### src/rtl/led_decoder_arbiter_pkg.sv
// Shared types and constants for the LED decoder arbiter: decoder enable
// codes, LED index width and the arbiter FSM state encoding.
package led_pkg;

    localparam int         LED_IDX_W  = 3;
    localparam logic [2:0] DEC_EN_ON  = 3'b100;
    localparam logic [2:0] DEC_EN_OFF = 3'b000;

    typedef enum logic [1:0] {
        IDLE = 2'd0,
        OWN  = 2'd1,
        GAP  = 2'd2
    } arb_state_t;

    function automatic int max_int(input int a, input int b);
        return (a > b) ? a : b;
    endfunction

endpackage

### src/rtl/led_decoder_arbiter_if.sv
// Requester/decoder bundle between LED requesters and the arbiter.
// The arbiter (slave) drives grant, done, abort, decoder controls and debug state.
interface led_decoder_arbiter_if #(
    parameter int NREQ = 4
);
    import led_pkg::*;

    // Handshake: req[i] is a level held by requester i until it sees done[i]
    // or abort[i]; grant[i] marks ownership, and dropping req[i] while granted
    // releases the decoder early with an abort[i] pulse.
    logic [NREQ-1:0]           req;
    logic [LED_IDX_W*NREQ-1:0] req_idx;
    logic [NREQ-1:0]           grant;
    logic [NREQ-1:0]           done;
    logic [NREQ-1:0]           abort;
    logic [LED_IDX_W-1:0]      dec_switch;
    logic [2:0]                dec_enable;
    logic                      busy;
    arb_state_t                state_dbg;

    modport master (
        output req,
        output req_idx,
        input  grant,
        input  done,
        input  abort,
        input  dec_switch,
        input  dec_enable,
        input  busy,
        input  state_dbg
    );

    modport slave (
        input  req,
        input  req_idx,
        output grant,
        output done,
        output abort,
        output dec_switch,
        output dec_enable,
        output busy,
        output state_dbg
    );

endinterface

### src/rtl/led_decoder_arbiter_rr_arbiter.sv
// Combinational round-robin pick: first set request at or after the pointer,
// wrapping from NREQ-1 back to 0.
module rr_arbiter #(
    parameter int NREQ  = 4,
    parameter int PTR_W = $clog2(NREQ)
) (
    input  logic [NREQ-1:0]  req,
    input  logic [PTR_W-1:0] ptr,
    output logic [NREQ-1:0]  win_oh,
    output logic [PTR_W-1:0] win_idx,
    output logic             win_valid
);

    always_comb begin
        win_oh    = '0;
        win_idx   = '0;
        win_valid = 1'b0;
        for (int i = 0; i < NREQ; i++) begin
            if (!win_valid && req[(int'(ptr) + i) % NREQ]) begin
                win_valid                         = 1'b1;
                win_oh[(int'(ptr) + i) % NREQ]    = 1'b1;
                win_idx                           = PTR_W'((int'(ptr) + i) % NREQ);
            end
        end
    end

endmodule

### src/rtl/led_decoder_arbiter.sv
// Shares one registered 3-to-8 LED decoder between NREQ requesters: round-robin
// grant, DWELL cycles of ownership, then GAP blanking cycles.
module led_decoder_arbiter #(
    parameter int NREQ  = 4,
    parameter int DWELL = 8,
    parameter int GAP   = 1
) (
    input logic                 clk,
    input logic                 rst,
    led_decoder_arbiter_if.slave bus
);
    import led_pkg::*;

    localparam int PTR_W = $clog2(NREQ);
    // One counter serves both the dwell and blanking phases.
    localparam int CNT_W = $clog2(max_int(DWELL, GAP) + 1);

    arb_state_t           state;
    logic [PTR_W-1:0]     ptr;
    logic [PTR_W-1:0]     owner;
    logic [CNT_W-1:0]     cnt;
    logic [NREQ-1:0]      grant_q;
    logic [NREQ-1:0]      done_q;
    logic [NREQ-1:0]      abort_q;
    logic [LED_IDX_W-1:0] switch_q;
    logic [2:0]           enable_q;
    logic                 busy_q;

    logic [NREQ-1:0]      win_oh;
    logic [PTR_W-1:0]     win_idx;
    logic                 win_valid;
    logic [LED_IDX_W-1:0] win_sw;
    logic                 owner_req;

    rr_arbiter #(
        .NREQ  (NREQ),
        .PTR_W (PTR_W)
    ) u_rr (
        .req       (bus.req),
        .ptr       (ptr),
        .win_oh    (win_oh),
        .win_idx   (win_idx),
        .win_valid (win_valid)
    );

    always_comb begin
        win_sw    = bus.req_idx[LED_IDX_W*int'(win_idx) +: LED_IDX_W];
        owner_req = bus.req[owner];
    end

    always_ff @(posedge clk or negedge rst) begin
        if (!rst) begin
            state    <= IDLE;
            ptr      <= '0;
            owner    <= '0;
            cnt      <= '0;
            grant_q  <= '0;
            done_q   <= '0;
            abort_q  <= '0;
            switch_q <= '0;
            enable_q <= DEC_EN_OFF;
            busy_q   <= 1'b0;
        end else begin
            done_q  <= '0;
            abort_q <= '0;
            case (state)
                IDLE: begin
                    if (win_valid) begin
                        state    <= OWN;
                        owner    <= win_idx;
                        grant_q  <= win_oh;
                        switch_q <= win_sw;
                        enable_q <= DEC_EN_ON;
                        busy_q   <= 1'b1;
                        cnt      <= CNT_W'(DWELL - 1);
                        ptr      <= (int'(win_idx) == NREQ - 1) ? '0 : win_idx + PTR_W'(1);
                    end
                end

                OWN: begin
                    // A dropped request wins over a completed dwell on the same edge.
                    if (!owner_req || cnt == '0) begin
                        if (!owner_req) begin
                            abort_q[owner] <= 1'b1;
                        end else begin
                            done_q[owner] <= 1'b1;
                        end
                        grant_q  <= '0;
                        enable_q <= DEC_EN_OFF;
                        if (GAP == 0) begin
                            state  <= IDLE;
                            busy_q <= 1'b0;
                        end else begin
                            state <= led_pkg::GAP;
                            cnt   <= CNT_W'(GAP - 1);
                        end
                    end else begin
                        cnt <= cnt - CNT_W'(1);
                    end
                end

                led_pkg::GAP: begin
                    if (cnt == '0) begin
                        state  <= IDLE;
                        busy_q <= 1'b0;
                    end else begin
                        cnt <= cnt - CNT_W'(1);
                    end
                end

                default: begin
                    state    <= IDLE;
                    grant_q  <= '0;
                    enable_q <= DEC_EN_OFF;
                    busy_q   <= 1'b0;
                end
            endcase
        end
    end

    assign bus.grant      = grant_q;
    assign bus.done       = done_q;
    assign bus.abort      = abort_q;
    assign bus.dec_switch = switch_q;
    assign bus.dec_enable = enable_q;
    assign bus.busy       = busy_q;
    assign bus.state_dbg  = state;

endmodule

### src/flat_wrapper.sv
// flat-port wrapper written by rule: the top's interface ports become plain ports
module led_decoder_arbiter_flat import led_pkg::*;
#(
    parameter int NREQ  = 4,
    parameter int DWELL = 8,
    parameter int GAP   = 1
)
  (clk, rst, bus_req, bus_req_idx, bus_grant, bus_done, bus_abort, bus_dec_switch, bus_dec_enable, bus_busy, bus_state_dbg);
  led_decoder_arbiter_if #(.NREQ(NREQ)) bus_i ();
  input logic clk;
  input logic rst;
  input wire logic [$bits(bus_i.req)-1:0] bus_req;
  input wire logic [$bits(bus_i.req_idx)-1:0] bus_req_idx;
  output wire logic [$bits(bus_i.grant)-1:0] bus_grant;
  output wire logic [$bits(bus_i.done)-1:0] bus_done;
  output wire logic [$bits(bus_i.abort)-1:0] bus_abort;
  output wire logic [$bits(bus_i.dec_switch)-1:0] bus_dec_switch;
  output wire logic [$bits(bus_i.dec_enable)-1:0] bus_dec_enable;
  output wire logic [$bits(bus_i.busy)-1:0] bus_busy;
  output wire logic [$bits(bus_i.state_dbg)-1:0] bus_state_dbg;
  assign bus_i.req = bus_req;
  assign bus_i.req_idx = bus_req_idx;
  assign bus_grant = bus_i.grant;
  assign bus_done = bus_i.done;
  assign bus_abort = bus_i.abort;
  assign bus_dec_switch = bus_i.dec_switch;
  assign bus_dec_enable = bus_i.dec_enable;
  assign bus_busy = bus_i.busy;
  assign bus_state_dbg = bus_i.state_dbg;
  led_decoder_arbiter #(.NREQ(NREQ), .DWELL(DWELL), .GAP(GAP)) u_core (.clk(clk), .rst(rst), .bus(bus_i));
endmodule
### config.mk
export PLATFORM = sky130hd
export DESIGN_NAME = led_decoder_arbiter_flat
export DESIGN_NICKNAME = d
export VERILOG_FILES = /design/src/rtl/led_decoder_arbiter_pkg.sv /design/src/rtl/led_decoder_arbiter_if.sv /design/src/rtl/led_decoder_arbiter_rr_arbiter.sv /design/src/rtl/led_decoder_arbiter.sv /design/src/flat_wrapper.sv
export SDC_FILE = /design/constraint.sdc
export NUM_CORES = 1
export LEC_CHECK = 0
export ABC_CLOCK_PERIOD_IN_PS = 5400
export BUFFER_PORTS_ARGS = -buffer_cell sky130_fd_sc_hd__buf_2
export CAP_MARGIN = 5
export CORE_ASPECT_RATIO = 0.7
export CORE_MARGIN = 2
export CORE_UTILIZATION = 59
export CTS_CLUSTER_DIAMETER = 100
export DETAILED_ROUTE_END_ITERATION = 10
export HOLD_SLACK_MARGIN = 0.02
export PLACE_DENSITY = 0.95
export SLEW_MARGIN = 10
export SYNTH_ARGS = -nofsm -noshare
export SYNTH_HDL_FRONTEND = slang
export SYNTH_SLANG_ARGS = --single-unit
### constraint.sdc
create_clock -name clk -period 5.4 [get_ports clk]
set_input_delay 0.54 -clock clk [delete_from_list [all_inputs] [get_ports clk]]
set_output_delay 0.54 -clock clk [all_outputs]
set_load 0.02 [all_outputs]
======== Word-level counts from Yosys, hierarchy flattened ========
Cells that the tools add are included.
storage, ports and cells
  bits in registers ....................... 29
  output and inout bits ................... 21
  logic and storage cells ................. 125
cells by class
  add/sub/neg operators ................... 5
  multipliers ............................. 1
  magnitude comparators ................... 10
  eq/ne operators ......................... 7
  shift-type cells ........................ 1
  mux-type cells .......................... 59
  bitwise operators ....................... 8
  reduce and logical (&&, ||, !) cells .... 24
operators by type and width
  kind                   count
  $mux W4                15
  $shiftx A12 B32 Y3     1
  $pmux W4 S3            2
  $mux W1                19
  $mux W2                8
  $lt A3 B4 Y1 const B   3
  $or A4 B4 Y4           3
  $reduce_and A3 Y1      4
  $bmux W1 S2            5
  $demux W1 S2           5
  $ge A3 B1 Y1 const B   3
  $pmux W3 S3            1
  $logic_and A1 B1 Y1    8
  $lt A2 B3 Y1 const B   2
  $mux W3                2
  $pmux W2 S3            1
  $reduce_or A2 Y1       3
  $add A2 B1 Y2 const B  2
  $add A2 B2 Y2 const B  2
  $eq A2 B1 Y1 const B   2
  $ge A2 B1 Y1 const B   2
  $logic_not A1 Y1       4
  $logic_not A4 Y1       1
  $mul A2 B2 Y4 const A  1
  11 further kinds       16

======== Depth between registers and ports, before layout ========
Gate-level depths: netlist of the first run.
  depth in word-level cells ............... 16
  mapped depth ............................ 11
  depth with buffers taken out ............ 8

======== Hierarchy ========
Synthesis of the first run repeated with hierarchy kept, for this count alone.
second synthesis, totals
  cells, all modules ...................... 160
  area total of the unflattened synthesis .. 1749.2 um2
modules (own cells, without submodules)
  module               instances  cells each  area each (um2)  sequential area each (um2)
  led_decoder_arbiter  1          115         1330.0           675.6
  rr_arbiter           1          45          419.2            0.0

======== Worst setup path before layout of the first run ========
OpenSTA, ideal clock, no wires.
  path kind ............................... reg2reg
  start point ............................. register u_core.ptr[0]
  end point ............................... register u_core.switch_q[1] (netlist: u_core.bus.dec_switch[1])
  setup time .............................. 0.122 ns
  arrival time ............................ 2.836 ns
  required time ........................... 5.278 ns
  slack ................................... 2.442 ns
  cell stages (with the launch flop) ...... 12
  buffers on the path ..................... 3
  period minus slack after synthesis ...... 2.958 ns
  cell sequence ........................... dfrtp_1 > buf_2 > inv_1 > ha_1 > buf_6 > mux4_2 > nor2b_2 > buf_6 > nor2_4 > mux2_4 > a221o_1 > o2111a_1
between the ends
  cells in the longest elaborated chain, start to end .. 14
  elaborated cells between the ends (all ways) .. 31
RTL lines
  item                                                               line                                                                        RTL
  from (decl)                                                        led_decoder_arbiter.sv:19                                                   logic [PTR_W-1:0] ptr;
  from (signal assigned)                                             led_decoder_arbiter.sv:76                                                   ptr <= (int'(win_idx) == NREQ - 1) ? '0 : win_idx + PTR_W'(1);
  $add A2 B1 Y2 or $bmux W1 S2 (tied branches)                       led_decoder_arbiter_rr_arbiter.sv:19, led_decoder_arbiter_rr_arbiter.sv:22
  $bmux W1 S2 or $mux W1 (tied branches)                             led_decoder_arbiter_rr_arbiter.sv:19                                        if (!win_valid && req[(int'(ptr) + i) % NREQ]) begin
  $mux W1 (implied by the code)                                      led_decoder_arbiter_rr_arbiter.sv:19
  $mux W1 (implied by the code) or $logic_not A1 Y1 (tied branches)  led_decoder_arbiter_rr_arbiter.sv:19
  $logic_and A1 B1 Y1                                                led_decoder_arbiter_rr_arbiter.sv:19
  $mux W1                                                            led_decoder_arbiter_rr_arbiter.sv:19
  $logic_not A1 Y1                                                   led_decoder_arbiter_rr_arbiter.sv:19
  $logic_and A1 B1 Y1                                                led_decoder_arbiter_rr_arbiter.sv:19
  $mux W1                                                            led_decoder_arbiter_rr_arbiter.sv:19
  $logic_not A1 Y1                                                   led_decoder_arbiter_rr_arbiter.sv:19
  $logic_and A1 B1 Y1                                                led_decoder_arbiter_rr_arbiter.sv:19
  $mux W2                                                            led_decoder_arbiter_rr_arbiter.sv:19
  $mul A2 B2 Y4                                                      led_decoder_arbiter.sv:47                                                   win_sw = bus.req_idx[LED_IDX_W*int'(win_idx) +: LED_IDX_W];
  $shiftx A12 B32 Y3                                                 led_decoder_arbiter.sv:47
  to (signal assigned)                                               led_decoder_arbiter.sv:72                                                   switch_q <= win_sw;
  to (decl)                                                          led_decoder_arbiter.sv:25                                                   logic [LED_IDX_W-1:0] switch_q;
Several ways; a longest one is shown, not always the timed one. The select of a mux whose other input is x is not followed.
A chain may end at the register's enable or synchronous reset.

======== Worst setup path after layout of the first run ========
Ends and elaborated chain as after synthesis.

==> qor.yml, run 1 <==
synth:
  muxShareOfSynthArea: 0.110
  synth_edf_count: 0
  synthSimpleGateAreaFrac: 0.169
  synthCells: 196
  synth_top_family_by_area: "compound AO/OA/AOI/OAI gates"
  ys_seq_elements: 27
  synth_xor_area_frac: 0.00471
  yosysSeqAreaShare: 0.363
  synth_top_area_frac: 0.363
  synth-adder-area-share: 0.0740
  synth_area_leaders: "dfrtp_1 36%, ha_1 7.4%, nand2_1 4.0%"
  yosys.cell_types.count: 49
  post-synth-top-count-cell: "dfrtp_1"
  synth_area_leader_cell: "dfrtp_1"
  syn_avg_cell_area_um2: 9.49
  synth_area_um2: 1860
  ys_top_cells_by_count: "27 x dfrtp_1, 20 x nand2_1, 19 x nor2_1"
  synth_ff_type: "dfrtp_1"
  async_flop_share: 1.00
  synth-compound-area-share: 0.219
  yosysWarningCount: 0
clock_tree:
  cts.sinks: 27
  cts_resized: 0
  cts_tree: "yes"
  postCtsSetupRepairBufs: 0
  clk_pin_slew_ns: 0.09
  cts_inserted_buffers: 3
  clock_path_buffers: 2
  worstSkewPairLatency_ns: 0.27
  htree_num_levels: 1
  ctsHoldBuffers: 0
  cts_root_buf: "clkbuf_8"
worst_hold_path:
  min_path_type: "primary input to async pin"
sta:
  setup_viol: 0
  setup_slack_ns: 1.65
  fin_crit_ns: 3.75
  fin_tns_setup_ns: 0
  rsz0062_at_grt: "no"
  worst_slew_pin_slew_ns: 0.843
  fmax_mhz: 266
  hold_violations: 0
  period_share: 0.695
  max_slew_margin: 0.438
  slew_violations: 0
  clock_skew_ns: 0.00259
worst_setup_path:
  ff2ff_setup_slack_ns: 1.65
  startpoint: "u_core.ptr[0]"
  start_kind: "flip-flop"
  critPathKind: "flip-flop to flip-flop"
  worstReg2RegStart: "u_core.ptr[0]"
  rr_endpoint: "u_core.bus.dec_switch[1]"
  cp_data_required_time_ns: 5.56
  r2r_cells: 8
  cp.arrival_ns: 3.92
  endpoint: "u_core.bus.dec_switch[1]"
  crit_path_end_kind: "flip-flop"
  crit_fanout: 26
cells_and_area:
  antennaDiodeCount: 0
  finish.net_count: 255
  fin_cells: 263
  area_growth_pct: 11.2
  drive_gt1_frac: 0.236
  nFillCells: 238
grt:
  grt_overflow: 0
  gr-usage-met2: 0.375
  grt.total_usage: 0.237
  met1_usage: 0.340
  groute.layer.met3.usage: 0.0611
  antenna_found_initial: 0
  grt_busiest_layer: "met2"
  grt_pass1_vias: 1443
  grt_pass1_wl_um: 6840
  grt_start_max_net_pins: 28
drt:
  vias: 1629
  wl_um: 3900
  dr.pass1.iters: 4
  vias_per_cell: 6.19
  drt_iter0_drc: 106
  ant_nets: 0
  drcViolationCount: 0
  post_drt_wl_per_cell_um: 14.8
status:
  status: "finished clean"
floorplan:
  die_y_um: 51.0
  die_w_um: 71.1
  core_area_um2: 3080
  die_area_um2: 3620
  rows: 17
  initial_core_util: 0.603
  ios: 39
power_and_ir_drop:
  ir_drop_v: 0.000372
  power_leakage_nw: 0.963
  powerDensity_nw_per_um2: 624
place:
  dpl.cell_count: 259
  gp_congestion: 0.911
  port_buffers: 36
  dp_hpwl_um: 2960
  dp_slack_ns: 1.71
flow_run:
  drv_cap: 0
## area by class of cell
cell class	count	area (um^2)	share of cell area
Clock buffer	3	41.3	0.0200
Clock inverter	1	5.00	0.00242
Inverter	10	37.5	0.0181
Multi-Input combinational cell	148	1080	0.523
Sequential cell	27	676	0.327
Tap cell	38	47.5	0.0230
Timing Repair Buffer	36	180	0.0871
## sequential cells by signal (all words and copies together), names as in the netlist
signal,cells
u_core.bus.dec_switch,3
u_core.bus.abort,4
u_core.owner,2
u_core.bus.dec_enable,1
u_core.bus.done,4
u_core.cnt,4
u_core.bus.state_dbg,2
u_core.bus.busy,1
u_core.bus.grant,4
u_core.ptr,2
## kinds of logic after synthesis
kind of cell / after synthesis
fa+ha+maj: 11
xor+xnor: 1
mux: 13
flops: 27
compound gates: 57
buf+inv: 22
other cells: 1
simple gates: 64
## worst min path at each step
stage	from	end	slack [ns]	cells after the start
after floorplan	rst	u_core.bus.abort[0]	0.24	0
after global placement	u_core.bus.dec_enable[2]	u_core.bus.dec_enable[2]	0.46	2
after detailed placement	u_core.bus.dec_enable[2]	u_core.bus.dec_enable[2]	0.46	2
after CTS	rst	u_core.cnt[1]	0.27	1
after global routing	rst	u_core.bus.grant[1]	0.30	1
final	rst	u_core.bus.done[3]	0.26	1
## worst max-delay path, cell delays in order (launching register included)
cell      delay, ns
dfrtp_1        0.90
inv_1          0.29
ha_1           0.55
mux4_2         0.64
nor2b_2        0.38
nor2_4         0.09
mux2_4         0.30
a221o_1        0.34
o2111a_1       0.14
## layer usage
metal  share of wire  vias to the layer above
li1                -                      777
met1            0.47                      780
met2            0.44                       68
met3           0.083                        4
met4          0.0059                        0
met5               0                        -
## report_power, final
part / switching (mW) / leakage [nW] / internal (mW) / total, mW
clock network: 0.0598 / 0.0255 / 0.0517 / 0.111
logic: 0.468 / 0.594 / 0.341 / 0.809
registers: 0.0947 / 0.343 / 0.275 / 0.370
total: 0.623 / 0.963 / 0.668 / 1.29
## cells in the final DEF (no fill, tap or decap), types with 4 or more instances in the layout
master	synthesis	final
buf_2	1	36
ha_1	11	11
nand2_1	20	20
nand2b_1	4	4
nor3_1	4	4
inv_1	10	10
a221o_1	5	5
a21oi_1	7	7
dfrtp_1	27	27
a22oi_1	7	7
o21ai_0	14	14
a211oi_1	4	4
mux2i_1	4	4
nor2_1	19	19
## through the flow
step / util / hold WS (ns) / total power, mW / area [um^2]
after global routing: 0.671 / 0.305 / 1.41 / 2070
after global placement: 0.656 / 0.456 / 1.14 / 2020
after detailed placement: 0.656 / 0.460 / 1.17 / 2020
final: 0.671 / 0.257 / 1.29 / 2070
after floorplan: - / 0.244 / 1.02 / 1860
after CTS: 0.671 / 0.274 / 1.29 / 2070
Note: power is estimated with default switching activity, not from simulation.
==> run 2, diff against run 1 <==
--- a/config.mk
+++ b/config.mk
@@ -5,16 +5,16 @@
 export SDC_FILE = /design/constraint.sdc
 export NUM_CORES = 1
 export LEC_CHECK = 0
-export ABC_CLOCK_PERIOD_IN_PS = 5400
+export ABC_CLOCK_PERIOD_IN_PS = 3600
 export BUFFER_PORTS_ARGS = -buffer_cell sky130_fd_sc_hd__buf_2
 export CAP_MARGIN = 5
 export CORE_ASPECT_RATIO = 0.7
 export CORE_MARGIN = 2
-export CORE_UTILIZATION = 59
+export CORE_UTILIZATION = 54
 export CTS_CLUSTER_DIAMETER = 100
 export DETAILED_ROUTE_END_ITERATION = 10
 export HOLD_SLACK_MARGIN = 0.02
-export PLACE_DENSITY = 0.95
+export PLACE_DENSITY = 0.91
 export SLEW_MARGIN = 10
 export SYNTH_ARGS = -nofsm -noshare
 export SYNTH_HDL_FRONTEND = slang
==> constraint.sdc (replaced) <==
create_clock -name clk -period 3.6 [get_ports clk]
set_input_delay 0.36 -clock clk [delete_from_list [all_inputs] [get_ports clk]]
set_output_delay 0.36 -clock clk [all_outputs]
set_load 0.02 [all_outputs]
==> run 2 against run 1 <==
  * Sequential share of layout area fell by 0.29 points
  * Worst setup slack worse by 1.3 ns
  * Clock power is 51% higher
  * Core utilization is 2.1 points lower
  * Non-clock buffer count up 1
  * Register-to-register slack got worse by 1.3 ns
  * Final cell count up 3.8%
  * Clock skew grew 0.0024 ns
  * Fmax increased by 15%
==> qor.yml, run 2 (synthesis results as in run 1) <==
status:
  status: "finished clean"  # unchanged
floorplan:
  rows: 17  # unchanged
  die_y_um: 53.1  # was 51.0 um
  die_area_um2: 3940  # was 3620 um^2
  core_area_um2: 3210  # was 3080 um^2
  initial_core_util: 0.579  # was 0.603
  die_w_um: 74.1  # was 71.1 um
  ios: 39  # unchanged
clock_tree:
  ctsHoldBuffers: 0  # unchanged
  cts.sinks: 27  # unchanged
  clk_pin_slew_ns: 0.09  # about the same
  cts_root_buf: "clkbuf_8"  # unchanged
  clock_path_buffers: 2  # unchanged
  cts_resized: 0  # unchanged
  cts_tree: "yes"  # unchanged
  postCtsSetupRepairBufs: 0  # unchanged
  cts_inserted_buffers: 3  # unchanged
  htree_num_levels: 1  # unchanged
  worstSkewPairLatency_ns: 0.27  # about the same
worst_setup_path:
  cp.arrival_ns: 3.43  # was 3.92 ns
  rr_endpoint: "u_core.bus.dec_switch[1]"  # unchanged
  worstReg2RegStart: "u_core.ptr[1]"  # was u_core.ptr[0]
  crit_fanout: 9  # was 26
  cp_data_required_time_ns: 3.77  # was 5.56 ns
  ff2ff_setup_slack_ns: 0.34  # was 1.65 ns
  crit_path_end_kind: "flip-flop"  # unchanged
  start_kind: "flip-flop"  # unchanged
  r2r_cells: 8  # unchanged
  critPathKind: "flip-flop to flip-flop"  # unchanged
grt:
  grt.total_usage: 0.219  # was 0.237
  antenna_found_initial: 0  # unchanged
  grt_pass1_wl_um: 6610  # was 6840 um
  grt_start_max_net_pins: 28  # unchanged
  grt_overflow: 0  # unchanged
  grt_pass1_vias: 1393  # was 1443
cells_and_area:
  finish.net_count: 256  # was 255
  nFillCells: 270  # was 238
  area_growth_pct: 12.2  # was 11.2%
  fin_util: 0.650  # was 0.671
  multiInputGateArea_um2: 1080  # unchanged
  layout_common_cells: "36 x buf_2, 27 x dfrtp_1, 20 x nand2_1"  # unchanged
  drive_gt1_frac: 0.239  # was 0.236
  antennaDiodeCount: 0  # unchanged
  final_common_cell: "buf_2"  # unchanged
  fin_cells: 273  # was 263
  ff_latch_area_um2: 676  # unchanged
power_and_ir_drop:
  power_leakage_nw: 0.968  # was 0.963 nW
  ir_drop_v: 0.000527  # was 0.000372 V
  powerDensity_nw_per_um2: 937  # was 624 nW/um^2
sta:
  fin_crit_ns: 3.26  # was 3.75 ns
  period_share: 0.907  # was 0.695
  clock_skew_ns: 0.00502  # was 0.00259 ns
  fin_tns_setup_ns: 0  # unchanged
  fmax_mhz: 306  # was 266 MHz
  setup_viol: 0  # unchanged
  slew_violations: 0  # unchanged
  worst_slew_pin_slew_ns: 0.704  # was 0.843 ns
  max_slew_margin: 0.529  # was 0.438
  rsz0062_at_grt: "no"  # unchanged
  hold_violations: 0  # unchanged
place:
  gp_congestion: 0.843  # was 0.911
  dp_hpwl_um: 3000  # was 2960 um
  dpl.cell_count: 269  # was 259
  port_buffers: 36  # unchanged
drt:
  ant_nets: 0  # unchanged
  drcViolationCount: 0  # unchanged
  wl_um: 3940  # was 3900 um
  drt_iter0_drc: 158  # was 106
  post_drt_wl_per_cell_um: 14.4  # was 14.8 um
  dr.pass1.iters: 4  # unchanged
  vias: 1601  # was 1629
  vias_per_cell: 5.86  # was 6.19
worst_hold_path:
  min_path_type: "primary input to async pin"  # unchanged
flow_run:
  drv_cap: 0  # unchanged
[run 2: routing by layer]
metal	track usage	wire length, um	vias up	part of all wire
li1	-	-	775	-
met1	0.331	1940	750	0.49
met2	0.333	1670	71	0.42
met3	0.0419	307	5	0.078
met4	0.0303	27	0	0.0069
met5	0	0	-	0
[run 2: critical path, cell delays in order, from the launching register on]
cell and delay (ns):
dfrtp_1 0.49, inv_1 0.22, ha_1 0.48, mux4_2 0.65, nor2b_2 0.41, nor2_4 0.09
mux2_4 0.31, a221o_1 0.35, o2111a_1 0.15
[run 2: how the worst max path moves through the flow]
stage,depth (start not counted),start,end
after CTS,8,u_core.ptr[1],u_core.bus.dec_switch[1]
after floorplan,11,u_core.ptr[0],u_core.bus.dec_switch[1]
after detailed placement,8,u_core.ptr[1],u_core.bus.dec_switch[1]
after global placement,8,u_core.ptr[1],u_core.bus.dec_switch[1]
final,8,u_core.ptr[1],u_core.bus.dec_switch[1]
after global routing,8,u_core.ptr[1],u_core.bus.dec_switch[1]
[run 2: layout make-up]
type	instances	area share
Clock buffer	3	0.0198
Sequential cell	27	0.324
Tap cell	47	0.0282
Clock inverter	1	0.00240
Inverter	10	0.0180
Multi-Input combinational cell	148	0.518
Timing Repair Buffer	37	0.0899
[run 2: report_power, final]
group	switching [mW]	total [mW]	internal (mW)	leakage, nW
Clock	0.0906	0.168	0.0776	0.0255
Sequential	0.0990	0.513	0.414	0.343
Combinational	0.756	1.27	0.518	0.599
[run 2: per-stage QoR]
step                      total power [mW]  hold slack (ns)  cell area (um^2)  setup WS [ns]
after floorplan                       1.53           0.0644              1860          0.642
after global placement                1.72            0.402              2040          0.544
after detailed placement              1.78            0.400              2040          0.378
after CTS                             1.95           0.0956              2090          0.356
after global routing                  2.12            0.138              2090          0.153
final                                 1.96           0.0857              2090          0.337
==> run 3, diff against run 2 <==
--- a/config.mk
+++ b/config.mk
@@ -10,11 +10,12 @@
 export CAP_MARGIN = 5
 export CORE_ASPECT_RATIO = 0.7
 export CORE_MARGIN = 2
-export CORE_UTILIZATION = 54
+export CORE_UTILIZATION = 35
 export CTS_CLUSTER_DIAMETER = 100
 export DETAILED_ROUTE_END_ITERATION = 10
+export GPL_ROUTABILITY_DRIVEN = 0
 export HOLD_SLACK_MARGIN = 0.02
-export PLACE_DENSITY = 0.91
+export PLACE_DENSITY = 0.67
 export SLEW_MARGIN = 10
 export SYNTH_ARGS = -nofsm -noshare
 export SYNTH_HDL_FRONTEND = slang
==> run 3 against run 2 <==
  * Cell area increased by 1.5%
  * Non-clock buffer count unchanged
  * Hold slack improved by 0.0082 ns
  * Total power decreased by 1.0%
  * Largest power group unchanged
==> qor.yml, run 3 (synthesis results as in run 1) <==
drt:
  wl_um: 4080  # was 3940 um
  post_drt_wl_per_cell_um: 13.7  # was 14.4 um
  vias: 1567  # was 1601
  ant_nets: 0  # unchanged
  vias_per_cell: 5.26  # was 5.86
  drcViolationCount: 0  # unchanged
  drt_iter0_drc: 148  # was 158
  dr.pass1.iters: 4  # unchanged
place:
  dp_hpwl_um: 3100  # was 3000 um
  port_buffers: 36  # unchanged
  dp_slack_ns: 0.376  # was 0.378 ns
  postPlaceCellArea_um2: 2070  # was 2040 um^2
cells_and_area:
  layout_common_cells: "36 x buf_2, 27 x dfrtp_1, 20 x nand2_1"  # unchanged
  antennaDiodeCount: 0  # unchanged
  final_area_um2: 2120  # was 2090 um^2
  finish.net_count: 256  # unchanged
  final_common_cell: "buf_2"  # unchanged
  area_growth_pct: 13.9  # was 12.2%
  drive_gt1_frac: 0.239  # unchanged
sta:
  rsz0062_at_grt: "no"  # unchanged
  clock_skew_ns: 0.00265  # was 0.00502 ns
  period_share: 0.904  # was 0.907
  setup_slack_ns: 0.347  # was 0.337 ns
  max_slew_margin: 0.515  # was 0.529
  setup_viol: 0  # unchanged
  hold_violations: 0  # unchanged
  fmax_mhz: 307  # was 306 MHz
  fin_tns_setup_ns: 0  # unchanged
  fin_crit_ns: 3.25  # was 3.26 ns
  slew_violations: 0  # unchanged
  worst_slew_pin_slew_ns: 0.725  # was 0.704 ns
grt:
  grt_pass1_wl_um: 6950  # was 6610 um
  grt_pass1_vias: 1426  # was 1393
  grt_start_max_net_pins: 28  # unchanged
  grt.total_usage: 0.146  # was 0.219
  grt_busiest_layer: "met1"  # was met2
  met1_usage: 0.225  # was 0.331
  groute.layer.met3.usage: 0.0314  # was 0.0419
  grt_overflow: 0  # unchanged
  gr-usage-met2: 0.204  # was 0.333
  antenna_found_initial: 0  # unchanged
clock_tree:
  worstSkewPairLatency_ns: 0.27  # about the same
  cts_resized: 0  # unchanged
  cts_tree: "yes"  # unchanged
  cts_root_buf: "clkbuf_8"  # unchanged
  clk_pin_slew_ns: 0.09  # about the same
  cts_inserted_buffers: 3  # unchanged
  ctsHoldBuffers: 0  # unchanged
  clock_path_buffers: 2  # unchanged
  postCtsSetupRepairBufs: 0  # unchanged
  cts.sinks: 27  # unchanged
  htree_num_levels: 1  # unchanged
floorplan:
  rows: 22  # was 17
  die_w_um: 91.1  # was 74.1 um
  ios: 39  # unchanged
  initial_core_util: 0.359  # was 0.579
  die_y_um: 65.0  # was 53.1 um
  core_area_um2: 5170  # was 3210 um^2
  die_area_um2: 5920  # was 3940 um^2
power_and_ir_drop:
  ir_drop_v: 0.000308  # was 0.000527 V
  power_leakage_nw: 0.968  # unchanged
  powerDensity_nw_per_um2: 914  # was 937 nW/um^2
worst_setup_path:
  crit_path_end_kind: "flip-flop"  # unchanged
  cp_data_required_time_ns: 3.76  # was 3.77 ns
  startpoint: "u_core.ptr[1]"  # unchanged
  cp.arrival_ns: 3.42  # was 3.43 ns
  r2r_cells: 8  # unchanged
  start_kind: "flip-flop"  # unchanged
  worstReg2RegStart: "u_core.ptr[1]"  # unchanged
  endpoint: "u_core.bus.dec_switch[1]"  # unchanged
  critPathKind: "flip-flop to flip-flop"  # unchanged
  ff2ff_setup_slack_ns: 0.35  # was 0.34 ns
  rr_endpoint: "u_core.bus.dec_switch[1]"  # unchanged
  crit_fanout: 9  # unchanged
flow_run:
  drv_cap: 0  # unchanged
worst_hold_path:
  min_path_type: "primary input to async pin"  # unchanged
status:
  status: "finished clean"  # unchanged
## run 3: cell counts in the layout (fill, tap and decap cells not counted)
Identical to the previous run, type by type.
## run 3: area by class of cell
class                   instances  area [um^2]
clock buffers                   3         41.3
inverters                      10         37.5
well taps                      72         90.1
fillers                       529         3060
repair buffers                 37          188
multi-input cells             148         1080
clock inverters                 1         5.00
flip-flops and latches         27          676
## run 3: how the worst min path moves through the flow
stage | start | endpoint
after floorplan | rst | u_core.bus.abort[0]
after global placement | rst | u_core.bus.done[3]
after detailed placement | rst | u_core.bus.abort[3]
after CTS | rst | u_core.bus.abort[3]
after global routing | rst | u_core.bus.done[3]
final | rst | u_core.bus.done[3]
## run 3: stage by stage
stage,power (mW),utilization,hold slack (ns),instances
after floorplan,1.53,-,0.0644,197
after global placement,1.75,0.400,0.416,294
after detailed placement,1.77,0.400,0.412,294
after CTS,1.95,0.409,0.113,298
after global routing,2.13,0.409,0.139,298
final,1.94,0.409,0.0939,298
## run 3: routing by layer
| layer | up-vias | share of wire | wire length (um) |
|---|---|---|---|
| li1 | 780 | - | - |
| met1 | 731 | 0.52 | 2120 |
| met2 | 54 | 0.41 | 1690 |
| met3 | 2 | 0.059 | 239 |
| met4 | 0 | 0.0066 | 27 |
| met5 | - | 0 | 0 |
## run 3: worst max-delay path, cell delays in order, from the launching register on
cell	delay, ns
dfrtp_1	0.49
inv_1	0.22
ha_1	0.50
mux4_2	0.65
nor2b_2	0.39
nor2_4	0.09
mux2_4	0.31
a221o_1	0.35
o2111a_1	0.14
## run 3: power by group
group	switching (mW)	leakage, nW	internal (mW)
clock network	0.0878	0.0255	0.0773
logic	0.742	0.599	0.518
registers	0.0963	0.343	0.414
total	0.926	0.968	1.01
